`config.mk`:
```
export PLATFORM = sky130hd
export DESIGN_NAME = alu_seq
export DESIGN_NICKNAME = d
export VERILOG_FILES = /design/src/rtl/alu_seq.sv
export SDC_FILE = /design/constraint.sdc
export NUM_CORES = 1
export LEC_CHECK = 0
export BUFFER_PORTS_ARGS = -buffer_cell sky130_fd_sc_hd__buf_2
export CAP_MARGIN = 20
export CORE_AREA = 2 2 188 282
export DETAILED_ROUTE_END_ITERATION = 6
export DIE_AREA = 0 0 190 284
export GPL_ROUTABILITY_DRIVEN = 1
export GPL_TIMING_DRIVEN = 1
export HOLD_SLACK_MARGIN = 0.06
export MAX_ROUTING_LAYER = met4
export SLEW_MARGIN = 20
export SYNTH_ARGS = -nofsm -noshare
export SYNTH_HDL_FRONTEND = slang
export SYNTH_SLANG_ARGS = --single-unit
```
`constraint.sdc`:
```
create_clock -name clk -period 3.8 [get_ports clk]
set_input_delay 0.19 -clock clk [delete_from_list [all_inputs] [get_ports clk]]
set_output_delay 0.19 -clock clk [all_outputs]
set_load 0.03 [all_outputs]
```
`src/rtl/alu_seq.sv`:
```
// alu_seq: handshaked ALU; single-cycle ops plus iterative MULTU and (optional) DIVU.
// Latency: single-cycle/illegal/divide-by-zero results valid after the accept edge; MULTU/DIVU after WIDTH further edges.
// Backpressure: result held in DONE until out_ready; in_ready low while iterating or while a result is held unconsumed.
//
// Ports:
//   clk, rst             clock, synchronous active-high reset
//   in_valid / in_ready  operation handshake (alu_op, alu_in1, alu_in2)
//   out_valid / out_ready result handshake (alu_out, alu_hi, alu_zero, alu_ovf, alu_err)
// Build option: define ALU_SEQ_DIV_EN to build the restoring divider; otherwise DIVU is an illegal opcode.
module alu_seq #(
    parameter int WIDTH = 32
) (
    input  logic             clk,
    input  logic             rst,
    input  logic             in_valid,
    output logic             in_ready,
    input  logic [3:0]       alu_op,
    input  logic [WIDTH-1:0] alu_in1,
    input  logic [WIDTH-1:0] alu_in2,
    output logic             out_valid,
    input  logic             out_ready,
    output logic [WIDTH-1:0] alu_out,
    output logic [WIDTH-1:0] alu_hi,
    output logic             alu_zero,
    output logic             alu_ovf,
    output logic             alu_err
);

    localparam int H     = WIDTH / 2;
    localparam int CNT_W = $clog2(WIDTH) + 1;
    localparam logic [CNT_W-1:0] CNT_LAST = CNT_W'(WIDTH - 1);

    localparam logic [3:0] OP_ADD   = 4'd0;
    localparam logic [3:0] OP_SUB   = 4'd1;
    localparam logic [3:0] OP_OR    = 4'd2;
    localparam logic [3:0] OP_LUI   = 4'd3;
    localparam logic [3:0] OP_ADDIU = 4'd4;
    localparam logic [3:0] OP_NOR   = 4'd5;
    localparam logic [3:0] OP_MULTU = 4'd6;
`ifdef ALU_SEQ_DIV_EN
    localparam logic [3:0] OP_DIVU  = 4'd7;
`endif

    typedef enum logic [1:0] {
        S_IDLE = 2'd0,
        S_MUL  = 2'd1,
        S_DIV  = 2'd2,
        S_DONE = 2'd3
    } state_t;

    state_t               r_state;
    logic [WIDTH-1:0]     r_out;
    logic [WIDTH-1:0]     r_hi;
    logic                 r_ovf;
    logic                 r_err;
    // Multiplicand or divisor for the iterative ops.
    logic [WIDTH-1:0]     r_opb;
    // Iteration register: MULTU {partial product, remaining multiplier},
    // DIVU {partial remainder, dividend shifting into quotient}.
    logic [2*WIDTH-1:0]   r_acc;
    logic [CNT_W-1:0]     r_cnt;

    logic                 w_accept;
    logic [WIDTH-1:0]     w_uimm;
    logic [WIDTH:0]       w_add;
    logic [WIDTH:0]       w_sub;
    logic [WIDTH-1:0]     w_sc_out;
    logic                 w_sc_ovf;
    logic                 w_sc_err;
    logic [WIDTH:0]       w_mul_sum;
    logic [2*WIDTH-1:0]   w_mul_nxt;
`ifdef ALU_SEQ_DIV_EN
    logic [WIDTH:0]       w_div_trial;
    logic [2*WIDTH-1:0]   w_div_nxt;
`endif

    assign in_ready  = (r_state == S_IDLE) || ((r_state == S_DONE) && out_ready);
    assign w_accept  = in_valid && in_ready;
    assign out_valid = (r_state == S_DONE);
    assign alu_out   = r_out;
    assign alu_hi    = r_hi;
    assign alu_ovf   = r_ovf;
    assign alu_err   = r_err;
    // Qualified by DONE so the flag reads 0 out of reset and between results.
    assign alu_zero  = (r_state == S_DONE) && (r_out == '0);

    // Single-cycle datapath; sign-extended to WIDTH+1 bits so the top two
    // bits expose signed overflow.
    assign w_uimm = {{(WIDTH - H){1'b0}}, alu_in2[H-1:0]};
    assign w_add  = {alu_in1[WIDTH-1], alu_in1} + {alu_in2[WIDTH-1], alu_in2};
    assign w_sub  = {alu_in1[WIDTH-1], alu_in1} - {alu_in2[WIDTH-1], alu_in2};

    always_comb begin
        w_sc_out = '0;
        w_sc_ovf = 1'b0;
        w_sc_err = 1'b0;
        case (alu_op)
            OP_ADD: begin
                w_sc_out = w_add[WIDTH-1:0];
                w_sc_ovf = w_add[WIDTH] ^ w_add[WIDTH-1];
            end
            OP_SUB: begin
                w_sc_out = w_sub[WIDTH-1:0];
                w_sc_ovf = w_sub[WIDTH] ^ w_sub[WIDTH-1];
            end
            OP_OR:    w_sc_out = alu_in1 | w_uimm;
            OP_LUI:   w_sc_out = {alu_in2[H-1:0], {(WIDTH - H){1'b0}}};
            OP_ADDIU: w_sc_out = w_add[WIDTH-1:0];
            OP_NOR:   w_sc_out = ~(alu_in1 | w_uimm);
            // Iterative ops never take this result path.
            OP_MULTU: w_sc_out = '0;
`ifdef ALU_SEQ_DIV_EN
            OP_DIVU:  w_sc_out = '0;
`endif
            default:  w_sc_err = 1'b1;
        endcase
    end

    // Shift-add step: add the multiplicand into the upper half when the
    // current multiplier LSB is set, then shift the whole register right.
    assign w_mul_sum = {1'b0, r_acc[2*WIDTH-1:WIDTH]} + (r_acc[0] ? {1'b0, r_opb} : '0);
    assign w_mul_nxt = {w_mul_sum, r_acc[WIDTH-1:1]};

`ifdef ALU_SEQ_DIV_EN
    // Restoring step: shift the next dividend bit into the remainder and try
    // the subtract; a borrow (top bit set) means restore and shift in a 0.
    assign w_div_trial = {r_acc[2*WIDTH-1:WIDTH], r_acc[WIDTH-1]} - {1'b0, r_opb};
    assign w_div_nxt   = w_div_trial[WIDTH] ? {r_acc[2*WIDTH-2:0], 1'b0}
                                            : {w_div_trial[WIDTH-1:0], r_acc[WIDTH-2:0], 1'b1};
`endif

    always_ff @(posedge clk) begin
        if (rst) begin
            r_state <= S_IDLE;
            r_out   <= '0;
            r_hi    <= '0;
            r_ovf   <= 1'b0;
            r_err   <= 1'b0;
            r_opb   <= '0;
            r_acc   <= '0;
            r_cnt   <= '0;
        end else begin
            case (r_state)
                S_MUL: begin
                    r_acc <= w_mul_nxt;
                    r_cnt <= r_cnt + CNT_W'(1);
                    if (r_cnt == CNT_LAST) begin
                        r_out   <= w_mul_nxt[WIDTH-1:0];
                        r_hi    <= w_mul_nxt[2*WIDTH-1:WIDTH];
                        r_ovf   <= 1'b0;
                        r_err   <= 1'b0;
                        r_state <= S_DONE;
                    end
                end
`ifdef ALU_SEQ_DIV_EN
                S_DIV: begin
                    r_acc <= w_div_nxt;
                    r_cnt <= r_cnt + CNT_W'(1);
                    if (r_cnt == CNT_LAST) begin
                        r_out   <= w_div_nxt[WIDTH-1:0];
                        r_hi    <= w_div_nxt[2*WIDTH-1:WIDTH];
                        r_ovf   <= 1'b0;
                        r_err   <= 1'b0;
                        r_state <= S_DONE;
                    end
                end
`endif
                default: ;
            endcase

            // Accepts only happen in IDLE or DONE, so this never collides
            // with the iteration updates above.
            if (w_accept) begin
                case (alu_op)
                    OP_MULTU: begin
                        r_opb   <= alu_in1;
                        r_acc   <= {{WIDTH{1'b0}}, alu_in2};
                        r_cnt   <= '0;
                        r_state <= S_MUL;
                    end
`ifdef ALU_SEQ_DIV_EN
                    OP_DIVU: begin
                        if (alu_in2 == '0) begin
                            r_out   <= '1;
                            r_hi    <= alu_in1;
                            r_ovf   <= 1'b0;
                            r_err   <= 1'b0;
                            r_state <= S_DONE;
                        end else begin
                            r_opb   <= alu_in2;
                            r_acc   <= {{WIDTH{1'b0}}, alu_in1};
                            r_cnt   <= '0;
                            r_state <= S_DIV;
                        end
                    end
`endif
                    default: begin
                        r_out   <= w_sc_out;
                        r_hi    <= '0;
                        r_ovf   <= w_sc_ovf;
                        r_err   <= w_sc_err;
                        r_state <= S_DONE;
                    end
                endcase
            end else if ((r_state == S_DONE) && out_ready) begin
                r_state <= S_IDLE;
            end
        end
    end

endmodule

```
==> flow_summary.rst <==
.. list-table::
   :header-rows: 1

   * - Metric
     - Value
   * - Result of the run
     - finished, final reports clean
   * - Dominant synthesized flop cell
     - dfxtp_1
   * - Total clock buffers created by CTS
     - 17
   * - Post-CTS clock slew at the launch and capture registers of the worst setup and hold paths
     - 80 ps
   * - 1st-pass router iterations
     - 5
   * - Tot Pwr
     - 4.97 mW
   * - Final standard cell count with taps included and fillers excluded
     - 2589
   * - Highest clock frequency the design can meet
     - 272 MHz
   * - Count of antenna-violating nets left after detailed routing
     - 0
   * - Nature of the critical path endpoint
     - register
   * - Die width
     - 190 µm
   * - Fraction of final layout cells sized beyond drive strength 1
     - 0.135
   * - Total half-perimeter wirelength after legalization and detailed placement
     - 41.8 mm
   * - Core Region
     - 51400 µm²
   * - Synth-to-Final Area Change
     - 20.3%
   * - Pins Over Slew Limit
     - 0
   * - Total number of yosys warnings
     - 0
   * - Vias in the first global route
     - 13400
   * - TritonCTS clock tree
     - done
   * - Post-route clock period utilization
     - 0.966
   * - Level count of the clock H-tree
     - 4
   * - Global-route total usage across every layer
     - 0.202
   * - Std-Cell Rows
     - 102
   * - Global-route wire length before repair
     - 80.7 mm
   * - Required time of the worst setup path
     - 4130 ps
   * - Flops & latches, synth
     - 170
   * - EDFF count, synth
     - 0
   * - Internal power of the cells
     - 3.27 mW
   * - Net Count, Synth
     - 1943
   * - Endpoints failing setup
     - 0
   * - Count of boundary I/O pins
     - 141
   * - Setup repair after global routing missed its margin
     - false
   * - Logic gate share of total power
     - 0.249
   * - WS Path Type
     - in -> reg
   * - Peak supply drop
     - 251 µV
   * - Clock Tree Buf Depth
     - 2
   * - Starting density of the core
     - 0.248
   * - Net Switching
     - 1.70 mW
   * - Maximum clock skew at final layout
     - 9.50 ps
   * - Global placer's final weighted congestion
     - 0.980
   * - Drt via density
     - 5.26
   * - Number of antenna violations at the first check in global routing
     - 8
   * - Count of mapped cells out of synthesis
     - 1755
   * - Crit path time final
     - 3670 ps
   * - Critical Path AT
     - 4000 ps
   * - Slack of the worst reg-to-reg path
     - 390 ps
   * - Worst-path cell with the longest stage delay
     - dlygate4sd3_1
   * - Placed cell count
     - 2515
   * - Library cell used as clock root buffer
     - clkbuf_16
   * - Worst setup SP type
     - primary input
   * - Sum of overflow across all layers after global routing
     - 0
   * - Final hold viol count
     - 0
   * - Maximum number of pins on one net before global-route repair
     - 73
   * - Worst slew margin
     - 0.386
   * - Die area
     - 54000 µm²
   * - Clk Latency, worst-skew pair
     - 450 ps
   * - Final core utilization
     - 0.298
   * - Die height
     - 284 µm
   * - Mean area per synthesized cell
     - 7.25 µm²
   * - Number of I/O port buffers
     - 140
   * - Postcts setup bufs
     - 0
   * - Cell leakage power
     - 6.54 nW
   * - DRC marker count from the first detailed-route iteration
     - 959
   * - Accumulated negative setup slack
     - 0 ps
   * - Register area share after synthesis
     - 0.267
   * - Net count, final
     - 2082
   * - CP max FO
     - 10
   * - Detailed-route DRC error count
     - 0
   * - Critical Path Max Stage Delay
     - 520 ps
   * - Power per unit of standard cell area
     - 324 nW/µm²
   * - Number of distinct library cells after synthesis
     - 72
   * - Post-synthesis async set-or-reset flop share
     - 0
   * - Clock network fraction of total power
     - 0.375
   * - Aggregate routed wire length
     - 53.8 mm
   * - Routed length per placed instance
     - 20.8 µm
   * - Total number of vias
     - 13600
   * - Num Clock Sinks
     - 170
   * - Cell-by-cell trace of the critical path
     - dlygate4sd3_1 -> buf_2 -> inv_1 -> ha_1 -> a21oi_1 -> o21ai_0 -> o2111a_1 -> o211ai_1 -> nand2b_1 -> a211oi_1 -> o221ai_1 -> a221oi_1 -> buf_4 -> o22ai_1
   * - Max-capacitance violation count
     - 0
   * - Post-synth design cell area
     - 12700 µm²
   * - Proportion of total power due to net switching
     - 0.341
   * - Pin slew with the least headroom to its limit
     - 921 ps
   * - Sequential cell fraction of total power
     - 0.376
   * - Min-delay worst type
     - in -> reg
[metrics by stage]
step | hold slack, ps | setup WS, ps | instance area [µm²]
after global placement | 439 | -33.0 | 14300
after detailed placement | 443 | -61.3 | 14300
after floorplan | 326 | 795 | 12700
final | 82.5 | 128 | 15300
after CTS | 62.0 | 27.7 | 15300
after global routing | 68.5 | 4.02 | 15300
[cell type report]
class	instances	area, µm²
diodes	6	15.0
well taps	676	846
repair buffers	230	1470
clock inverters	13	155
flip-flops and latches	170	3400
inverters	97	364
multi-input cells	1378	8610
clock buffers	19	453
fillers	5552	36100
[per-layer routing]
metal	vias up	GRT usage	routed length, µm
li1	6540	-	-
met1	6430	0.214	20600
met2	524	0.347	26600
met3	137	0.0275	2880
met4	0	0.134	3740
met5	-	-	0
[cells in the mapped netlist, types with 4 or more instances]
| master | number | area share |
|---|---|---|
| nor2b_1 | 16 | 0.0079 |
| a221o_1 | 21 | 0.017 |
| or3_1 | 5 | 0.0025 |
| nand2_1 | 297 | 0.088 |
| inv_1 | 96 | 0.028 |
| a221oi_1 | 11 | 0.0076 |
| and2_1 | 36 | 0.018 |
| nand3_1 | 26 | 0.010 |
| dfxtp_1 | 170 | 0.27 |
| o31ai_1 | 10 | 0.0059 |
| a211oi_1 | 32 | 0.019 |
| o221ai_1 | 15 | 0.010 |
| o21ai_0 | 73 | 0.029 |
| xor2_1 | 16 | 0.011 |
| a31oi_1 | 9 | 0.0044 |
| a31o_2 | 4 | 0.0028 |
| o311ai_0 | 4 | 0.0028 |
| a2111oi_0 | 5 | 0.0034 |
| o211ai_1 | 19 | 0.011 |
| ha_1 | 113 | 0.11 |
| o22ai_1 | 24 | 0.012 |
| clkbuf_1 | 94 | 0.028 |
| a21oi_1 | 210 | 0.083 |
| mux2i_1 | 26 | 0.020 |
| nand2b_1 | 17 | 0.0084 |
| nor4_1 | 17 | 0.0084 |
| nor3_1 | 27 | 0.011 |
| nor2_1 | 160 | 0.047 |
| o21bai_1 | 16 | 0.0094 |
| a311oi_1 | 38 | 0.026 |
| or2_2 | 5 | 0.0025 |
| buf_1 | 11 | 0.0032 |
| a21o_1 | 30 | 0.018 |
| and3_1 | 6 | 0.0029 |
| nor3b_1 | 4 | 0.0024 |
| nand4_1 | 10 | 0.0049 |
| xnor2_1 | 24 | 0.017 |
[sequential cells by signal, indices dropped and copies added (netlist names)]
name     flops
r_state      2
alu_ovf      1
alu_hi      32
r_opb       32
r_cnt        6
r_acc       64
alu_out     32
alu_err      1
[repair_timing]
action / in CTS / in global routing
hold buffers: 36 / 0
endpoints found under the hold margin: 36 / 0
setup endpoints to repair: 0 / 2
gates resized for setup: 0 / 2
[power groups by stage]
stage	Combinational, mW	Clock (mW)	Sequential [mW]
CTS	1.22	1.90	1.87
global route	1.33	1.98	1.87
detailed placement	1.18	0	1.91
finish	1.23	1.86	1.87
floorplan	0.698	0	1.93
global placement	1.18	0	1.91
[final timing paths]
| check | from | endpoint | cells after the start |
|---|---|---|---|
| max | alu_in1[4] | alu_out[17]$_SDFF_PP0_ | 14 |
| min | alu_in1[23] | r_opb[23]$_SDFFE_PP0P_ | 3 |
| max reg2reg | r_acc[0]$_SDFF_PP0_ | r_acc[60]$_SDFF_PP0_ | 13 |
| min reg2reg | r_opb[13]$_SDFFE_PP0P_ | r_opb[13]$_SDFFE_PP0P_ | 2 |
[cells in the final DEF (no fill, tap or decap), drive strengths merged, types with 9 or more instances in the layout]
cell           n
a21oi        210
a311oi        38
xnor2         24
nand2b        17
o22ai         24
a21o          30
o211ai        19
o21ai         74
and2          37
o31ai         10
nand4         10
xor2          16
ha           113
nor3          27
clkbuf        19
o21bai        16
buf          194
a221oi        11
a211oi        33
mux2i         26
dlygate4sd3   36
dfxtp        170
a31oi          9
nor2b         16
a221o         21
nand3         26
nor4          17
nand2        297
nor2         160
o221ai        15
inv          105
[critical path, delay by kind of cell]
family / cells / cell delay [ps]
AOI/OAI and AO/OA: 8 / 2290
adders and majority gates: 1 / 430
and+or+nand+nor: 1 / 160
buffers and inverters: 4 / 910
[kinds of logic (layout without fill, tap and decap cells)]
logic type	after synthesis	after routing	synth area share
buffers and inverters	207	359	0.0617
other	0	6	0
AND/OR/NAND/NOR	636	636	0.219
XOR/XNOR	40	40	0.0275
flip-flops	170	170	0.267
adder cells (fa/ha/maj)	116	116	0.116
AO/OA/AOI/OAI	557	557	0.285
multiplexers	29	29	0.0231
(Power assumes the default switching activity.)
